==> config.mk <==
export PLATFORM = sky130hd
export DESIGN_NAME = uart_tx_fifo
export DESIGN_NICKNAME = d
export VERILOG_FILES = /design/src/rtl/uart_tx_fifo.sv
export SDC_FILE = /design/constraint.sdc
export NUM_CORES = 1
export LEC_CHECK = 0
export BUFFER_PORTS_ARGS = -buffer_cell sky130_fd_sc_hd__buf_2
export CAP_MARGIN = 25
export CORE_MARGIN = 1
export CORE_UTILIZATION = 45
export CTS_BUF_LIST = sky130_fd_sc_hd__clkbuf_4 sky130_fd_sc_hd__clkbuf_8 sky130_fd_sc_hd__clkbuf_16
export DETAILED_ROUTE_END_ITERATION = 16
export GPL_ROUTABILITY_DRIVEN = 0
export SYNTH_ARGS = -nofsm -noshare
export SYNTH_HDL_FRONTEND = slang
export SYNTH_SLANG_ARGS = --single-unit
export TNS_END_PERCENT = 5
==> constraint.sdc <==
create_clock -name clk -period 4.4 [get_ports clk]
set_input_delay 0.44 -clock clk [delete_from_list [all_inputs] [get_ports clk]]
set_output_delay 0.44 -clock clk [all_outputs]
set_load 0.05 [all_outputs]
==> src/rtl/uart_tx_fifo.sv <==
// -----------------------------------------------------------------------------
// uart_tx_fifo
//
// Byte FIFO plus transmit sequencer sitting between the command parser's
// response output and uart_tx. The parser may burst several reply bytes in
// consecutive cycles. This block buffers them and hands them to uart_tx one at
// a time. It also reports fill level and a sticky overflow flag back to the
// parser.
//
// Optional build macro: TX_FIFO_STATS_EN
//   When defined, the block adds o_tx_count (bytes completed, wrapping) and
//   o_drop_count (writes dropped, saturating). When not defined, those ports
//   and counters do not exist.
//
// Handshake semantics (both sides):
//   Parser -> FIFO : i_wr_dv is a one-cycle strobe that qualifies i_wr_byte.
//                    There is no ready. The parser is expected to watch
//                    o_full. A write that arrives while full, with no pop in
//                    the same cycle, is dropped and sets o_overflow.
//   FIFO -> uart_tx: o_tx_dv is a one-cycle start strobe. It is only issued
//                    from IDLE with i_tx_active low. o_tx_byte is loaded on
//                    the pop and stays stable until the next pop, so it covers
//                    the whole o_tx_dv .. i_tx_done window. i_tx_done is
//                    honoured only in WAIT_DONE and is ignored everywhere else.
// -----------------------------------------------------------------------------
module uart_tx_fifo #(
    parameter int DEPTH  = 16,
    parameter int ADDR_W = 4
) (
    input  logic              clk,
    input  logic              rst,
    input  logic              i_wr_dv,
    input  logic [7:0]        i_wr_byte,
    output logic              o_full,
    output logic              o_empty,
    output logic [ADDR_W:0]   o_count,
    output logic              o_overflow,
    output logic              o_tx_dv,
    output logic [7:0]        o_tx_byte,
`ifdef TX_FIFO_STATS_EN
    output logic [15:0]       o_tx_count,
    output logic [7:0]        o_drop_count,
`endif
    input  logic              i_tx_active,
    input  logic              i_tx_done
);

    // Occupancy value that means "full", sized to the counter.
    localparam logic [ADDR_W:0] FULL_LEVEL = (ADDR_W + 1)'(DEPTH);

    typedef enum logic [1:0] {
        ST_IDLE      = 2'd0,
        ST_SEND      = 2'd1,
        ST_WAIT_DONE = 2'd2,
        ST_GAP       = 2'd3
    } state_t;

    // Storage and bookkeeping registers
    logic [7:0]        r_mem [DEPTH];
    logic [ADDR_W-1:0] r_wr_ptr;
    logic [ADDR_W-1:0] r_rd_ptr;
    logic [ADDR_W:0]   r_count;
    logic              r_overflow;
    logic [7:0]        r_tx_byte;
    state_t            r_state;

    // Combinational control
    state_t            w_next_state;
    logic              w_pop;
    logic              w_tx_dv;
    logic              w_full;
    logic              w_empty;
    logic              w_wr_accept;
    logic              w_wr_drop;
    logic              w_done_accept;

    // Level flags come straight from the registered counter, so there is no
    // path from i_wr_dv to o_full / o_empty / o_count.
    assign w_full  = (r_count == FULL_LEVEL);
    assign w_empty = (r_count == '0);

    // A write into a full FIFO still fits if the sequencer pops in the same
    // cycle. The slot being read is the one the write pointer points at, so
    // the new byte lands at the tail exactly where it belongs.
    assign w_wr_accept   = i_wr_dv && (!w_full || w_pop);
    assign w_wr_drop     = i_wr_dv && w_full && !w_pop;
    assign w_done_accept = (r_state == ST_WAIT_DONE) && i_tx_done;

    // Next-state and strobe decode for the transmit sequencer
    always_comb begin
        w_next_state = r_state;
        w_pop        = 1'b0;
        w_tx_dv      = 1'b0;
        case (r_state)
            ST_IDLE: begin
                if (!w_empty && !i_tx_active) begin
                    w_pop        = 1'b1;
                    w_next_state = ST_SEND;
                end
            end
            ST_SEND: begin
                w_tx_dv      = 1'b1;
                w_next_state = ST_WAIT_DONE;
            end
            ST_WAIT_DONE: begin
                if (i_tx_done) begin
                    w_next_state = ST_GAP;
                end
            end
            ST_GAP: begin
                // One dead cycle lets uart_tx leave its cleanup state before
                // the next start strobe.
                w_next_state = ST_IDLE;
            end
            default: begin
                w_next_state = ST_IDLE;
            end
        endcase
    end

    // Sequencer state register; reset abandons any transfer in flight
    always_ff @(posedge clk) begin
        if (rst) begin
            r_state <= ST_IDLE;
        end else begin
            r_state <= w_next_state;
        end
    end

    // Byte storage; contents need no reset because the counter qualifies them
    always_ff @(posedge clk) begin
        if (w_wr_accept) begin
            r_mem[r_wr_ptr] <= i_wr_byte;
        end
    end

    // Write pointer advances on every accepted write and wraps naturally
    always_ff @(posedge clk) begin
        if (rst) begin
            r_wr_ptr <= '0;
        end else if (w_wr_accept) begin
            r_wr_ptr <= r_wr_ptr + 1'b1;
        end
    end

    // Read pointer advances on every pop and wraps naturally
    always_ff @(posedge clk) begin
        if (rst) begin
            r_rd_ptr <= '0;
        end else if (w_pop) begin
            r_rd_ptr <= r_rd_ptr + 1'b1;
        end
    end

    // Occupancy counter; a simultaneous write and pop leaves it unchanged
    always_ff @(posedge clk) begin
        if (rst) begin
            r_count <= '0;
        end else begin
            case ({w_wr_accept, w_pop})
                2'b10:   r_count <= r_count + 1'b1;
                2'b01:   r_count <= r_count - 1'b1;
                default: r_count <= r_count;
            endcase
        end
    end

    // Sticky overflow; only reset clears it
    always_ff @(posedge clk) begin
        if (rst) begin
            r_overflow <= 1'b0;
        end else if (w_wr_drop) begin
            r_overflow <= 1'b1;
        end
    end

    // Output byte register; loads only on a pop so it is stable for uart_tx
    always_ff @(posedge clk) begin
        if (rst) begin
            r_tx_byte <= 8'h00;
        end else if (w_pop) begin
            r_tx_byte <= r_mem[r_rd_ptr];
        end
    end

`ifdef TX_FIFO_STATS_EN
    logic [15:0] r_tx_count;
    logic [7:0]  r_drop_count;

    // Completed-byte counter; wraps from 16'hFFFF to 0
    always_ff @(posedge clk) begin
        if (rst) begin
            r_tx_count <= '0;
        end else if (w_done_accept) begin
            r_tx_count <= r_tx_count + 1'b1;
        end
    end

    // Dropped-write counter; saturates at 8'hFF
    always_ff @(posedge clk) begin
        if (rst) begin
            r_drop_count <= '0;
        end else if (w_wr_drop && (r_drop_count != 8'hFF)) begin
            r_drop_count <= r_drop_count + 1'b1;
        end
    end

    assign o_tx_count   = r_tx_count;
    assign o_drop_count = r_drop_count;
`else
    // Without the statistics counters the completion qualifier has no user.
    logic w_unused_done;
    assign w_unused_done = w_done_accept;
`endif

    assign o_full     = w_full;
    assign o_empty    = w_empty;
    assign o_count    = r_count;
    assign o_overflow = r_overflow;
    assign o_tx_dv    = w_tx_dv;
    assign o_tx_byte  = r_tx_byte;

endmodule

Word-level counts from Yosys, hierarchy flattened
Memories as Yosys holds them, arrays and structs flattened. A register that Yosys moved wholly into a read port is not among the register bits.
Cells that the tools add are included.
{ "classes": {"add_sub_neg": 4, "eq_ne": 8, "n_mux": 9, "reduce_logical": 13} }
{ "op_table": {"columns": ["operator", "count"], "rows": [
  ["$pmux W5 S2", 1],
  ["$add A4 B1 Y4 const B", 2],
  ["$pmux W2 S4", 1],
  ["$eq A2 B2 Y1 const B", 3],
  ["$add A5 B1 Y5 const B", 1],
  ["$eq A5 B5 Y1 const B", 1],
  ["$logic_not A5 Y1", 1],
  ["$mux W1", 5],
  ["$sub A5 B1 Y5 const B", 1],
  ["$eq A2 B1 Y1 const B", 2],
  ["$logic_and A1 B1 Y1", 4],
  ["$logic_not A1 Y1", 4],
  ["$mux W2", 2],
  ["$ne A2 B2 Y1 const B", 2],
  ["$logic_not A2 Y1", 1],
  ["$reduce_and A2 Y1", 1],
  ["$reduce_bool A2 Y1", 1],
  ["$logic_or A1 B1 Y1", 1]
]} }
{ "word_totals": {"ff_bits": 16, "ram_bits": 128, "input_bits": 13, "output_inout_bits": 17, "n_memories": 1} }
{ "mem_list": {"columns": ["memory", "words", "word_bits", "read_ports", "rd_ports_with_merged_regs", "wr", "line", "text"], "rows": [
  ["r_mem", 16, 8, 1, 1, 1, "59", "logic [7:0] r_mem [DEPTH];"]
]} }

Longest topological paths before layout
{ "logic_depth": {"depth_word": 9, "depth_mapped": 11} }

Worst setup path before layout
OpenSTA, ideal clock, no wires.
{ "synth_timing": {"kind": "reg-to-reg", "from": "reg r_count[1], in the netlist o_count[1]", "to": "reg r_count[4], in the netlist o_count[4]", "setup_time_ps": 119, "arrival_ps": 2375, "setup_slack_ps": 1906, "stages_incl_launch_ff": 11, "path_buffers": 1, "period_less_slack_ps": 2494, "path_cell_list": "dfxtp_1 buf_6 nor4_2 a21oi_2 xor2_1 ha_1 o31ai_1 nor3b_1 o21ai_0 a31oi_1 nor3_1"} }
{ "synth_between": {"elab_chain_cells": 9, "elab_cells_between_ends": 15, "classes_between": "add/sub (2); eq/ne (3); mux (3); reduce/logical (7)"} }
{ "synth_rtl": {"columns": ["item", "line", "text"], "rows": [
  ["from (decl)", "62", "logic [ADDR_W:0] r_count;"],
  ["from (signal assigned)", "161", "2'b10: r_count <= r_count + 1'b1;"],
  ["from (signal assigned)", "162", "2'b01: r_count <= r_count - 1'b1;"],
  ["from (signal assigned)", "163", "default: r_count <= r_count;"],
  ["$logic_not A5 Y1", "80", "assign w_empty = (r_count == '0);"],
  ["$logic_not A1 Y1", "96", "if (!w_empty && !i_tx_active) begin"],
  ["$logic_and A1 B1 Y1", "96", null],
  ["$mux W1", "96", null],
  ["$mux W1", "94", "case (r_state)"],
  ["$logic_or A1 B1 Y1", "85", "assign w_wr_accept = i_wr_dv && (!w_full || w_pop);"],
  ["$logic_and A1 B1 Y1", "85", null],
  ["$eq A2 B1 Y1 or $eq A2 B2 Y1 (tied branches)", "160", "case ({w_wr_accept, w_pop})"],
  ["$pmux W5 S2 or $reduce_bool A2 Y1 (tied branches)", null, null]
]} }
Parallel ways exist; a longest one is shown, timed or not.
A chain may end at the register's enable or synchronous reset.

Final worst setup path
{ "layout_timing": {"from": "reg r_state[0]", "to": "reg r_count[4], in the netlist o_count[4]"} }
{ "layout_between": {"elab_chain_cells": 6, "elab_cells_between_ends": 8, "classes_between": "eq/ne (2); mux (2); reduce/logical (4)"} }
{ "layout_rtl": {"columns": ["item", "line", "text"], "rows": [
  ["from (decl)", "65", "state_t r_state;"],
  ["from (signal assigned)", "126", "r_state <= w_next_state;"],
  ["$logic_not A2 Y1 *", "94", null],
  ["$mux W1 *", "94", null],
  ["$logic_or A1 B1 Y1", "85", null],
  ["$logic_and A1 B1 Y1", "85", null],
  ["$eq A2 B1 Y1 or $eq A2 B2 Y1 (tied branches)", "160", null],
  ["$pmux W5 S2 or $reduce_bool A2 Y1 (tied branches)", null, null]
]} }
Mark *: on every way between the ends. The rest lies on a longest branch, timed or not.

==> results.sh <==
export IMPL_relSlewSlack=0.291
export IMPL_report_final_slew_viol_count=0
export IMPL_n_antenna_cell=0
export IMPL_drive_gt1_frac=0.271
export IMPL_worstSkewPairLatency_ps=420
export IMPL_drtIter0Drc=259
export IMPL_cp_slowest_cell="or3b_2"
export IMPL_async_flop_share=0
export IMPL_cts_buffers=17
export IMPL_postCtsSetupBuffers=0
export IMPL_routed_wl_um=12000
export IMPL_rsz0062_at_grt="no"
export IMPL_wl_per_cell_um=20.4
export IMPL_crit_path_start_kind="flop"
export IMPL_ant_nets=0
export IMPL_synth_area_leaders="edfxtp_1 (62%), mux4_2 (12%), dfxtp_1 (7.8%)"
export IMPL_drt_pass1_iter_count=6
export IMPL_worst_slew_pin_slew_ps=1060
export IMPL_finalCriticalPeriod_ps=2810
export IMPL_final_setup_worst_slack_ps=1590
export IMPL_ys_flop_type="edfxtp_1"
export IMPL_clk_pin_slew_ps=50
export IMPL_ys_seq_elements=152
export IMPL_yosysSeqAreaShare=0.702
export IMPL_crit_arrival_ps=3090
export IMPL_post_route_period_util=0.639
export IMPL_finClkSkew_ps=6.59
export IMPL_nNetsFinal=424
export IMPL_track_usage=0.192
export IMPL_r2r_slack_ps=1590
export IMPL_reg2reg_to="o_count[4]$_SDFFE_PP0P_"
export IMPL_required_ps=4680
export IMPL_reg2reg_depth=11
export IMPL_multi_input_area_um2=1700
export IMPL_synth_top_cell_by_area="edfxtp_1"
export IMPL_max_freq_mhz=356
export IMPL_outcome="complete, no violations"
export IMPL_hpwl_um=7570
export IMPL_final_area_um2=7050
export IMPL_vias=3256
export IMPL_hold_start="i_wr_dv"
export IMPL_r2r_start="r_state[0]$_SDFFE_PP0P_"
export IMPL_setup_tns_ps=0
export IMPL_setup_viol_count_final=0
export IMPL_area_growth_pct=14.5
export IMPL_clock_sinks=152
export IMPL_cpMostUsedCell="ha_1"
export IMPL_min_path_type="in2reg"
export IMPL_htreeDepth=4
export IMPL_synth_fp_nets=389
export IMPL_root_buffer="clkbuf_16"
export IMPL_ir_drop_v=0.000450
export IMPL_grt_ovfl_total=0
export IMPL_whs_ps=384
export IMPL_postCtsHoldBufs=0
export IMPL_antenna_found_initial=0
export IMPL_row_count=42
export IMPL_initial_core_util=0.463
export IMPL_portBuffers=29
export IMPL_post_place_ws_ps=1610
export IMPL_synth_edf_count=128
export IMPL_syn_instance_count=365
export IMPL_synth_top_area_frac=0.624
export IMPL_post_drt_via_cell_ratio=5.53
export IMPL_core_area_um2=13300
export IMPL_clockBufferDepth=2
export IMPL_die_x_um=119
export IMPL_worst_setup_path_end_kind="flop"
export IMPL_io_pins=30
export IMPL_crit_fanout=6
export IMPL_grt_pass1_wl_um=19500
export IMPL_leakagePower_nw=2.38
export IMPL_path_cells="inv_1 > ha_1 > or3b_2 > a21oi_2 > xor2_1 > ha_1 > o31ai_1 > nor3b_1 > o21ai_0 > a31oi_1 > nor3_1"
export IMPL_grt_pass1_vias=3424
export IMPL_dieArea_um2=14200
export IMPL_place_area_um2=6470
export IMPL_cts_resized=0
export IMPL_register_area_um2=4330
export IMPL_grt_max_degree=36
export IMPL_yosys_cell_types_count=43
export IMPL_fillCellCount=1084
export IMPL_critical_path_class="reg2reg"
export IMPL_hold_path_depth=3
export IMPL_ys_warn_count=0
export IMPL_critPathMaxStageDelay_ps=490
export IMPL_synth_avg_cell_area_um2=16.9
export IMPL_cts_tree="done"
export IMPL_hold_violations=0
export IMPL_power_density_nw_per_um2=558
export IMPL_drv_cap=0
export IMPL_synth_area_um2=6160
export IMPL_die_h_um=119
export IMPL_drc=0
export IMPL_worst_hold_path_endpoint="o_overflow$_SDFFE_PP0P_"
-- metal layers --
metal	track usage	up-vias	wire, um
li1	-	1492	-
met1	0.254	1646	5340
met2	0.302	101	5810
met3	0.0546	17	666
met4	0.0728	0	205
met5	0	-	0
-- critical path: cells and delay by family, from the launching register on --
family	cells	cell delay (ps)
flops	1	320
compound gates	4	860
xor+xnor	1	120
buf+inv	1	110
fa+ha+maj	2	490
simple gates	3	780
-- layout make-up --
class / count / area share
Sequential cell: 152 / 0.614
Inverter: 8 / 0.00426
Clock inverter: 7 / 0.0105
Multi-Input combinational cell: 184 / 0.241
Clock buffer: 25 / 0.0706
Timing Repair Buffer: 37 / 0.0287
Tap cell: 176 / 0.0312
-- metrics by stage --
stage	power, W	utilization	instances
2_1_floorplan	0.00241	-	365
3_3_place_gp	0.00258	0.485	553
3_5_place_dp	0.00259	0.486	555
4_1_cts	0.00397	0.529	587
5_1_grt	0.00411	0.530	589
6_report	0.00394	0.530	589
-- power breakdown --
group	total, W	leakage [nW]	internal [W]	switching (W)
clock	0.00138	0.286	0.000845	0.000538
sequential	0.00173	1.35	0.00163	0.0000959
combinational	0.000823	0.743	0.000311	0.000512
-- layout by cell type (no fill, tap or decap), types with 8 or more instances in the layout --
cell / n
a21oi_1: 19
a22oi_1: 16
nor2_1: 41
dfxtp_1: 22
clkbuf_16: 17
inv_1: 8
edfxtp_1: 128
buf_2: 30
ha_1: 11
nor3_1: 9
mux4_2: 32
-- cell usage after synthesis, types with 2 or more instances --
library cell  number
nor2_1            41
mux4_2            32
a22oi_1           16
a31oi_1            3
nor3_1             9
clkbuf_1           8
buf_1              3
buf_6              2
inv_1              8
mux2i_1            4
nor3b_1            2
dfxtp_1           24
o31ai_1            2
xnor2_1            5
nand2_1            6
nand3_1            2
and2b_1            2
nand2b_1           3
a21oi_1           19
o21ai_0            4
edfxtp_1         128
nor2b_1            3
xor2_1             4
ha_1              11
buf_2              6
-- worst max-delay path by stage --
stage                                 start                       to  slack (ps)  cells after the start
floorplan           o_count[1]$_SDFFE_PP0P_  o_count[4]$_SDFFE_PP0P_        1910                     10
global placement    r_state[0]$_SDFFE_PP0P_    r_mem[2][4]$_DFFE_PP_        1630                      6
detailed placement  r_state[0]$_SDFFE_PP0P_    r_mem[0][4]$_DFFE_PP_        1610                      6
CTS                 r_state[0]$_SDFFE_PP0P_    r_mem[0][0]$_DFFE_PP_        1590                      6
global route        r_state[0]$_SDFFE_PP0P_  o_count[4]$_SDFFE_PP0P_        1300                     11
finish              r_state[0]$_SDFFE_PP0P_  o_count[4]$_SDFFE_PP0P_        1590                     11
-- state kept, by name, summed over array words and instances (netlist names) --
name and count:
r_mem 128, o_tx_byte 8, o_count 5, r_rd_ptr 4, r_wr_ptr 4, r_state 2
o_overflow 1
-- cell families after synthesis --
| group | Yosys count | synth area share |
|---|---|---|
| flops | 152 | 0.702 |
| compound gates | 51 | 0.0546 |
| fa+ha+maj | 11 | 0.0223 |
| buf+inv | 29 | 0.0221 |
| simple gates | 76 | 0.0609 |
| xor+xnor | 9 | 0.0128 |
| mux | 37 | 0.125 |
Note: power is estimated with default switching activity, not from simulation.
